--- config.mk ---
export PLATFORM = sky130hd
export DESIGN_NAME = s2p_flat
export DESIGN_NICKNAME = d
export VERILOG_FILES = /design/src/rtl/s2p_if.sv /design/src/rtl/s2p.sv /design/src/flat_wrapper.sv
export SDC_FILE = /design/constraint.sdc
export NUM_CORES = 1
export LEC_CHECK = 0
export BUFFER_PORTS_ARGS = -buffer_cell sky130_fd_sc_hd__buf_2
export CAP_MARGIN = 20
export CORE_MARGIN = 2
export CORE_UTILIZATION = 40
export DETAILED_ROUTE_END_ITERATION = 8
export PLACE_DENSITY = 0.68
export SETUP_SLACK_MARGIN = 0.15
export SYNTH_ARGS = -nofsm -noshare
export SYNTH_HDL_FRONTEND = slang
export SYNTH_SLANG_ARGS = --single-unit
--- constraint.sdc ---
create_clock -name clk -period 1.8 [get_ports clk]
set_clock_uncertainty 0.15 [all_clocks]
set_input_delay 0.36 -clock clk [delete_from_list [all_inputs] [get_ports clk]]
set_output_delay 0.36 -clock clk [all_outputs]
set_load 0.03 [all_outputs]
--- src/rtl/s2p_if.sv ---
// Serial and parallel valid/ready signals of the serial-to-parallel receiver.
// The master drives serial bits and consumes words; the slave is the receiver.
interface s2p_if #(
   parameter int N = 4
);
   logic         svalid;
   logic         sdata;
   logic         sready;
   logic         pvalid;
   logic         pready;
   logic [N-1:0] pdata;

   modport master (
      output svalid, sdata, pready,
      input  sready, pvalid, pdata
   );

   modport slave (
      input  svalid, sdata, pready,
      output sready, pvalid, pdata
   );
endinterface

--- src/rtl/s2p.sv ---
// Serial-to-parallel receiver: assembles N-bit words, MSB first, from a serial
// valid/ready link. A shift register plus a holding register give two words of slack.
module s2p #(
   parameter int N = 4
) (
   input  logic  clk,
   input  logic  rstn,
   s2p_if.slave  bus
);
   localparam int CW = (N > 2) ? $clog2(N) : 1;
   localparam logic [CW-1:0] LAST = CW'(N - 1);

   typedef enum logic {SHIFT, WAIT} state_t;

   state_t         state, state_nxt;
   logic [CW-1:0]  count, count_nxt;
   logic [N-1:0]   shreg, shreg_nxt;
   logic [N-1:0]   hold, hold_nxt;
   logic           hold_full, hold_full_nxt;

   logic           sbeat;
   logic           pbeat;
   logic           load;
   logic [N-1:0]   word;

   always_ff @(posedge clk or negedge rstn) begin
      if (!rstn) begin
         state     <= SHIFT;
         count     <= '0;
         shreg     <= '0;
         hold      <= '0;
         hold_full <= 1'b0;
      end else begin
         state     <= state_nxt;
         count     <= count_nxt;
         shreg     <= shreg_nxt;
         hold      <= hold_nxt;
         hold_full <= hold_full_nxt;
      end
   end

   always_comb begin
      state_nxt     = state;
      count_nxt     = count;
      shreg_nxt     = shreg;
      hold_nxt      = hold;
      hold_full_nxt = hold_full;
      load          = 1'b0;
      sbeat         = bus.svalid && (state == SHIFT);
      pbeat         = hold_full && bus.pready;
      word          = {shreg[N-2:0], bus.sdata};

      case (state)
         SHIFT: begin
            if (sbeat) begin
               if (count != LAST) begin
                  shreg_nxt = word;
                  count_nxt = count + 1'b1;
               end else begin
                  count_nxt = '0;
                  // Word goes straight to hold if the slot is free or frees this edge.
                  if (!hold_full || pbeat) begin
                     hold_nxt = word;
                     load     = 1'b1;
                  end else begin
                     shreg_nxt = word;
                     state_nxt = WAIT;
                  end
               end
            end
         end
         WAIT: begin
            if (pbeat) begin
               hold_nxt  = shreg;
               load      = 1'b1;
               state_nxt = SHIFT;
            end
         end
         default: state_nxt = SHIFT;
      endcase

      if (load)
         hold_full_nxt = 1'b1;
      else if (pbeat)
         hold_full_nxt = 1'b0;
   end

   // sready decodes state only, so no combinational path from pready or svalid.
   assign bus.sready = (state == SHIFT);
   assign bus.pvalid = hold_full;
   assign bus.pdata  = hold;
endmodule

--- src/flat_wrapper.sv ---
// flat-port wrapper written by rule: the top's interface ports become plain ports
module s2p_flat 
#(
   parameter int N = 4
)
  (clk, rstn, bus_svalid, bus_sdata, bus_pready, bus_sready, bus_pvalid, bus_pdata);
  s2p_if #(.N(N)) bus_i ();
  input  logic clk;
  input  logic rstn;
  input wire logic [$bits(bus_i.svalid)-1:0] bus_svalid;
  input wire logic [$bits(bus_i.sdata)-1:0] bus_sdata;
  input wire logic [$bits(bus_i.pready)-1:0] bus_pready;
  output wire logic [$bits(bus_i.sready)-1:0] bus_sready;
  output wire logic [$bits(bus_i.pvalid)-1:0] bus_pvalid;
  output wire logic [$bits(bus_i.pdata)-1:0] bus_pdata;
  assign bus_i.svalid = bus_svalid;
  assign bus_i.sdata = bus_sdata;
  assign bus_i.pready = bus_pready;
  assign bus_sready = bus_i.sready;
  assign bus_pvalid = bus_i.pvalid;
  assign bus_pdata = bus_i.pdata;
  s2p #(.N(N)) u_core (.clk(clk), .rstn(rstn), .bus(bus_i));
endmodule
Yosys cells after proc, flatten, opt, wreduce, memory -nomap -nowiden
Cells that the tools add are included.
{"block": "totals", "ff_bits": 12, "inputBits": 5, "out_inout_bits": 6, "wordCells": 41}
{"block": "op_classes", "n_addsub": 1, "eq_ne": 6, "n_mux": 20, "bitwise_logic": 1, "n_reduce_logical": 8}
{"cell": "2-to-1 mux 4 bit", "n": 6}
{"cell": "2-to-1 mux 1 bit", "n": 10}
{"cell": "case mux 4 bit (2 select lines)", "n": 1}
{"cell": "inequality test 2 x 1 -> 1 bit, second input constant", "n": 3}
{"cell": "inequality test 2 bit, second input constant", "n": 3}
{"cell": "case mux 1 bit (2 select lines)", "n": 2}
{"cell": "AND reduction 4 bit", "n": 1}
{"cell": "AND reduction 3 bit", "n": 1}
{"cell": "adder 2 x 1 -> 2 bit, second input constant", "n": 1}
{"cell": "logical AND 1 bit", "n": 2}
{"cell": "2-to-1 mux 2 bit", "n": 1}
{"cell": "AND reduction 2 bit", "n": 1}
{"cell": "nonzero test 2 bit", "n": 1}
{"cell": "logical NOT 1 bit", "n": 1}
{"cell": "logical OR 1 bit", "n": 1}
{"cell": "NOT 1 bit", "n": 1}

Longest topological paths before layout
Gate-level depths: netlist (run 1).
{"block": "logic_depth", "word_depth": 7, "ltp_mapped": 4, "mapped_depth_nobuf": 4}

Least setup slack after synthesis (run 1)
OpenSTA, ideal clock, no wires.
{"block": "synth_timing", "kind": "register -> register", "start": "reg u_core.hold_full, in the netlist u_core.bus.pvalid", "end": "reg u_core.hold[0], in the netlist u_core.bus.pdata[0]", "arrival_time_ns": 1.275, "t_required_ns": 1.525, "setup_slack_ns": 0.250, "path_stages_with_launch": 4, "path_buffers": 0, "synth_period_minus_slack_ns": 1.550, "cell_sequence": "dfrtp_1 -> nand2b_1 -> a21boi_4 -> mux2_2"}
{"block": "synth_via", "elab_chain_len": 4}
{"item": "start, declared", "line_no": "s2p.sv:19", "source": "logic hold_full, hold_full_nxt;"}
{"item": "start signal, assigned", "line_no": "s2p.sv:38", "source": "hold_full <= hold_full_nxt;"}
{"item": "logical NOT 1 bit / logical AND 1 bit (equally long branches)", "line_no": "s2p.sv:62, s2p.sv:50"}
{"item": "logical OR 1 bit", "line_no": "s2p.sv:62", "source": "if (!hold_full || pbeat) begin"}
{"item": "inequality test 2 x 1 -> 1 bit (no line)"}
{"item": "AND reduction 4 bit (no line) (*)"}
{"item": "end signal, assigned", "line_no": "s2p.sv:37", "source": "hold <= hold_nxt;"}
{"item": "end, declared", "line_no": "s2p.sv:18", "source": "logic [N-1:0] hold, hold_nxt;"}
Every way passes the cells marked *; elsewhere a longest branch is shown, timed or not.
A chain may end at the register's enable or synchronous reset.

Worst setup path in the final report (run 1)
{"block": "layout_timing", "start": "reg u_core.count[0]", "end": "reg u_core.hold[3], in the netlist u_core.bus.pdata[3]"}
{"block": "layout_via", "elab_chain_len": 3}
{"item": "start, declared", "line_no": "s2p.sv:16", "source": "logic [CW-1:0] count, count_nxt;"}
{"item": "start signal, assigned", "line_no": "s2p.sv:35", "source": "count <= count_nxt;"}
{"item": "inequality test 2 bit", "line_no": "s2p.sv:56", "source": "if (count != LAST) begin"}
{"item": "inequality test 2 bit (no line)"}
{"item": "AND reduction 4 bit (no line)"}
No other way between the ends.

==> results.toml, run 1 <==
[routing]
vias = 360
ant_nets = 0
drt_pass1_iterations = 3
drt_iter0_drc = 3
drc_errors = 0
routed_wl_um = 942
routed_via_density = 5.29
wl_per_cell_um = 13.9

[timing]
slew_headroom_pct = 82.0
fin_hold_ws_ns = 0.114
fin_crit_sh_pct = 87.6
setup_violations = 0
setup_tns_ns = 0
fin_ws_ns = 0.223
worstMarginPinSlew_ns = 0.270
hold_viol = 0
period_minus_slack_ns = 1.58
rsz0062_at_grt = "false"
slew_violations = 0
fmax_mhz = 634

[synth]
syn_nets = 45
yosys.area.top_type_share_pct = 51.2
avgSynthCellArea_um2 = 15.0
ys_seq_area_share_pct = 51.2
synth.largest_area_cell = "dfrtp_1"
synth.distinct_cells = 14
synthCells = 39
ys_warn_count = 0
synth_seq_cells = 12
synth_area_leaders = "dfrtp_1 51%, mux2_2 27%, a21boi_4 6.4%"
netlist_area_um2 = 587

[clock_network]
clock_path_buffers = 2
cts_tree = "done"
post_cts_buffers = 0
cts_root_buf = "clkbuf_4"
clk_pin_slew_worst_paths_ns = 0.07
clock-sinks = 12
cts_buffers = 3
htree_num_levels = 1
clock_latency_ns = 0.27

[cells_and_area]
layout_common_cells = "14 x mux2_2, 11 x dfrtp_1, 10 x buf_2"
final_util_pct = 52.1
layout.nets = 60
n_antenna_cell = 0
finalInstanceArea_um2 = 694
area_growth_pct = 18.3
layout-drive-gt1-share_pct = 64.2
layout_commonest_cell = "mux2_2"
fin_cells = 68

[placement]
pre_cts_ws_ns = 0.148
hpwl_um = 685
place.gp.congestion = 0.708
io_buffers = 10
post-place-cells = 63
placed_area_um2 = 644

[global_routing]
grt-ovfl-total = 0
grt_pass1_wl_um = 1590
grt_use_total_pct = 12.4
first_global_vias = 351
grt_start_max_net_pins = 13
antenna_found_initial = 0

[power]
vdd.ir_drop.worst_uv = 879
p_clk_share_pct = 15.8
cellPowerDensity_nw_per_um2 = 1920
p_seq_share_pct = 39.3
total_power_mw = 1.33
p_leak_nw = 0.328
intPower_mw = 0.836
switching_share_pct = 37.3
p_comb_share_pct = 44.8
netSwitchingPower_mw = 0.496

[min_path]
hold_class = "primary input to flop"
min_from = "bus_pready"

[critical_path]
crit_start = "u_core.count[0]"
crit_fanout = 4
crit_path_start_kind = "flop"
critPathArrivalTime_ns = 1.59
r2r-start = "u_core.count[0]"
end_kind = "flop"
worstPathRequired_ns = 1.81
critical_path_class = "flop to flop"

[die]
row_count = 13
io_pins = 11
core-area_um2 = 1330
die_height_um = 42.3
dieArea_um2 = 1790
die_w_um = 42.3
initial_utilization_pct = 44.0

[run_status]
status = "completed"

[job]
drv_cap = 0
[worst max-delay path, cell delays in order (launching register included)]
cell,delay [ns]
dfrtp_1,0.37
ha_2,0.27
nand3b_4,0.11
a21boi_4,0.21
mux2_2,0.36
[cells in the mapped netlist]
cell / number
a31oi_1: 1
dfrtp_1: 12
mux2_2: 14
buf_6: 1
ha_1: 1
a21oi_1: 1
nor2b_4: 1
nand3_1: 1
nor2_1: 1
nand2b_1: 1
nand2_1: 1
inv_1: 1
a21boi_4: 2
nand3b_4: 1
[power groups by stage]
stage | Sequential [mW] | Combinational (mW) | Clock [mW]
6_report | 0.524 | 0.597 | 0.211
5_1_grt | 0.543 | 0.640 | 0.237
4_1_cts | 0.521 | 0.605 | 0.224
3_5_place_dp | 0.523 | 0.600 | 0
3_3_place_gp | 0.522 | 0.592 | 0
2_1_floorplan | 0.597 | 0.399 | 0
[registers in the layout (all words and copies together) (netlist names)]
register	cells
u_core.count	2
u_core.bus.pvalid	1
u_core.bus.pdata	4
u_core.state	1
u_core.shreg	4
[worst paths after layout]
kind                                  endpoint  slack (ns)  depth (start not counted)
max in group asynchronous         u_core.state        0.93                          2
min                               u_core.state        0.11                          2
min in group asynchronous      u_core.count[1]        0.34                          2
max                        u_core.bus.pdata[3]        0.22                          4
max reg2reg                u_core.bus.pdata[3]        0.22                          4
min reg2reg                u_core.bus.pdata[0]        0.36                          1
[per-layer routing]
layer / track usage (%) / vias up / part of all wire (%)
li1: - / 168 / -
met1: 14.0 / 176 / 42
met2: 17.8 / 11 / 46
met3: 8.62 / 5 / 8.8
met4: 5.63 / 0 / 2.2
met5: 0 / - / 0
[area by class of cell]
cell class              instances  area [um2]
flip-flops and latches         12         302
inverters                       1        3.75
multi-input cells              25         274
fillers                       114         639
repair buffers                 11        60.1
well taps                      15        18.8
clock buffers                   4        36.3
[cells by family after synthesis]
| logic type | Yosys count | synth area share, % |
|---|---|---|
| AO/OA/AOI/OAI | 4 | 8.32 |
| multiplexers | 14 | 26.9 |
| buffers and inverters | 2 | 2.56 |
| adder cells (fa/ha/maj) | 1 | 2.13 |
| AND/OR/NAND/NOR | 6 | 8.95 |
| flip-flops | 12 | 51.2 |
[timing repair]
item	CTS	global route
resized for setup	1	1
endpoints found under the setup margin	1	1
gates cloned	0	0
hold endpoints to repair	12	0
hold buffers	1	0
Note: power is estimated with default switching activity, not from simulation.
==> inputs of run 2 (changes only) <==
GPL_ROUTABILITY_DRIVEN = 0   (was not set)
GPL_TIMING_DRIVEN = 0   (was not set)
clock period = 1.82 ns   (was 1.8 ns; I/O delays follow)
==> run 2 against run 1 <==
- utilization increased by 1.5 points
- count of clock-buffer cells in the layout unchanged
- global-route usage is 0.57 points lower
- sequential share of layout area down 1.4 points
- via count fell by 2.2%
- cell count is 1.5% higher
- die area unchanged
- power grew 0.87%
- largest cell class unchanged
- largest power group unchanged
==> results.toml, run 2 (synthesis results as in run 1) <==
[run_status]
status = "completed"

[timing]
fin_crit_sh_pct = 85.5
rsz0062_at_grt = "false"
worstMarginPinSlew_ns = 0.263
fmax_mhz = 643
setup_tns_ns = 0
hold_viol = 0
slew_headroom_pct = 82.5
slew_violations = 0
setup_violations = 0
period_minus_slack_ns = 1.56

[clock_network]
htree_num_levels = 1
post_cts_buffers = 0
clock_latency_ns = 0.27
cts_root_buf = "clkbuf_4"
cts_tree = "done"
cts_buffers = 3
clock-sinks = 12
clk_pin_slew_worst_paths_ns = 0.07
clock_path_buffers = 2

[critical_path]
end_kind = "flop"
crit_path_start_kind = "flop"
worstPathRequired_ns = 1.83
critPathArrivalTime_ns = 1.56
critical_path_class = "flop to flop"
crit_fanout = 4

[die]
die_height_um = 42.3
dieArea_um2 = 1790
core-area_um2 = 1330
initial_utilization_pct = 44.0
row_count = 13
io_pins = 11
die_w_um = 42.3

[routing]
drc_errors = 0
routed_via_density = 5.10
drt_pass1_iterations = 2
vias = 352
drt-met1-wl_um = 362
route.met3.wl_um = 68
ant_nets = 0
wl_per_cell_um = 12.4
met2_length_um = 413
routed_wl_um = 856
drt_iter0_drc = 7
top_layer_used = "met4"

[global_routing]
grt_pass1_wl_um = 1550
grt-ovfl-total = 0
first_global_vias = 364
grt_start_max_net_pins = 13
antenna_found_initial = 0
grt_use_total_pct = 11.8

[cells_and_area]
layout.nets = 61
n_antenna_cell = 0
layout_common_cells = "14 x mux2_2, 12 x dfrtp_1, 10 x buf_2"
finalInstanceArea_um2 = 714
layout-drive-gt1-share_pct = 63.0
layout_commonest_cell = "mux2_2"
n_fill_cell = 128
area_growth_pct = 21.7

[power]
p_leak_nw = 0.337
vdd.ir_drop.worst_uv = 912
cellPowerDensity_nw_per_um2 = 1880

[job]
drv_cap = 0

[placement]
placed_area_um2 = 656
io_buffers = 10

[min_path]
hold_class = "primary input to flop"
run 2: routing by layer:
layer	global-route usage, %	vias to the layer above
li1	-	169
met1	13.1	170
met2	19.4	11
met3	7.76	2
met4	1.88	0
met5	0	-
run 2: worst max-delay path, cell delays in order (launching register included):
cell and delay, ns:
dfrtp_1 0.42, ha_4 0.20, nand3b_4 0.10, a21boi_4 0.22, mux2_2 0.35
run 2: layout make-up:
class / count / area [um2] / share of cell area, %
Clock buffer: 4 / 36.3 / 5.08
Sequential cell: 12 / 300 / 42.0
Inverter: 1 / 3.75 / 0.525
Timing Repair Buffer: 11 / 60.1 / 8.41
Tap cell: 15 / 18.8 / 2.63
Buffer: 1 / 11.3 / 1.58
Multi-Input combinational cell: 25 / 284 / 39.8
run 2: final timing paths:
path                       slack [ns]                 from  cells after the start             endpoint
max                              0.26      u_core.count[0]                      4  u_core.bus.pdata[2]
min reg2reg                      0.35  u_core.bus.pdata[0]                      1  u_core.bus.pdata[0]
min                              0.12           bus_pready                      2         u_core.state
max reg2reg                      0.26      u_core.count[0]                      4  u_core.bus.pdata[2]
min in group asynchronous        0.34                 rstn                      2      u_core.count[0]
max in group asynchronous        0.97                 rstn                      2      u_core.count[1]
run 2: metrics by stage:
step	total power, mW	hold slack (ns)	setup WS, ns	std cells	utilization [%]
finish	1.34	0.120	0.265	69	53.6
global route	1.45	0.122	0.185	69	53.6
CTS	1.35	0.114	0.209	69	52.8
detailed placement	1.12	0.104	0.153	64	49.2
global placement	1.11	0.107	0.163	64	49.2
floorplan	0.984	-0.0816	0.270	39	-
run 2: what timing repair did:
item / 4_1_cts / 5_1_grt
endpoints found under the setup margin: 3 / 3
cloned: 0 / 0
endpoints found under the hold margin: 12 / 0
hold buffers: 1 / 0
resized for setup: 1 / 1
run 2: where the power goes:
part	switching (mW)	total [mW]	internal, mW
Sequential	0.0938	0.497	0.403
Clock	0.0880	0.210	0.122
Combinational	0.310	0.637	0.327
Total	0.492	1.34	0.852
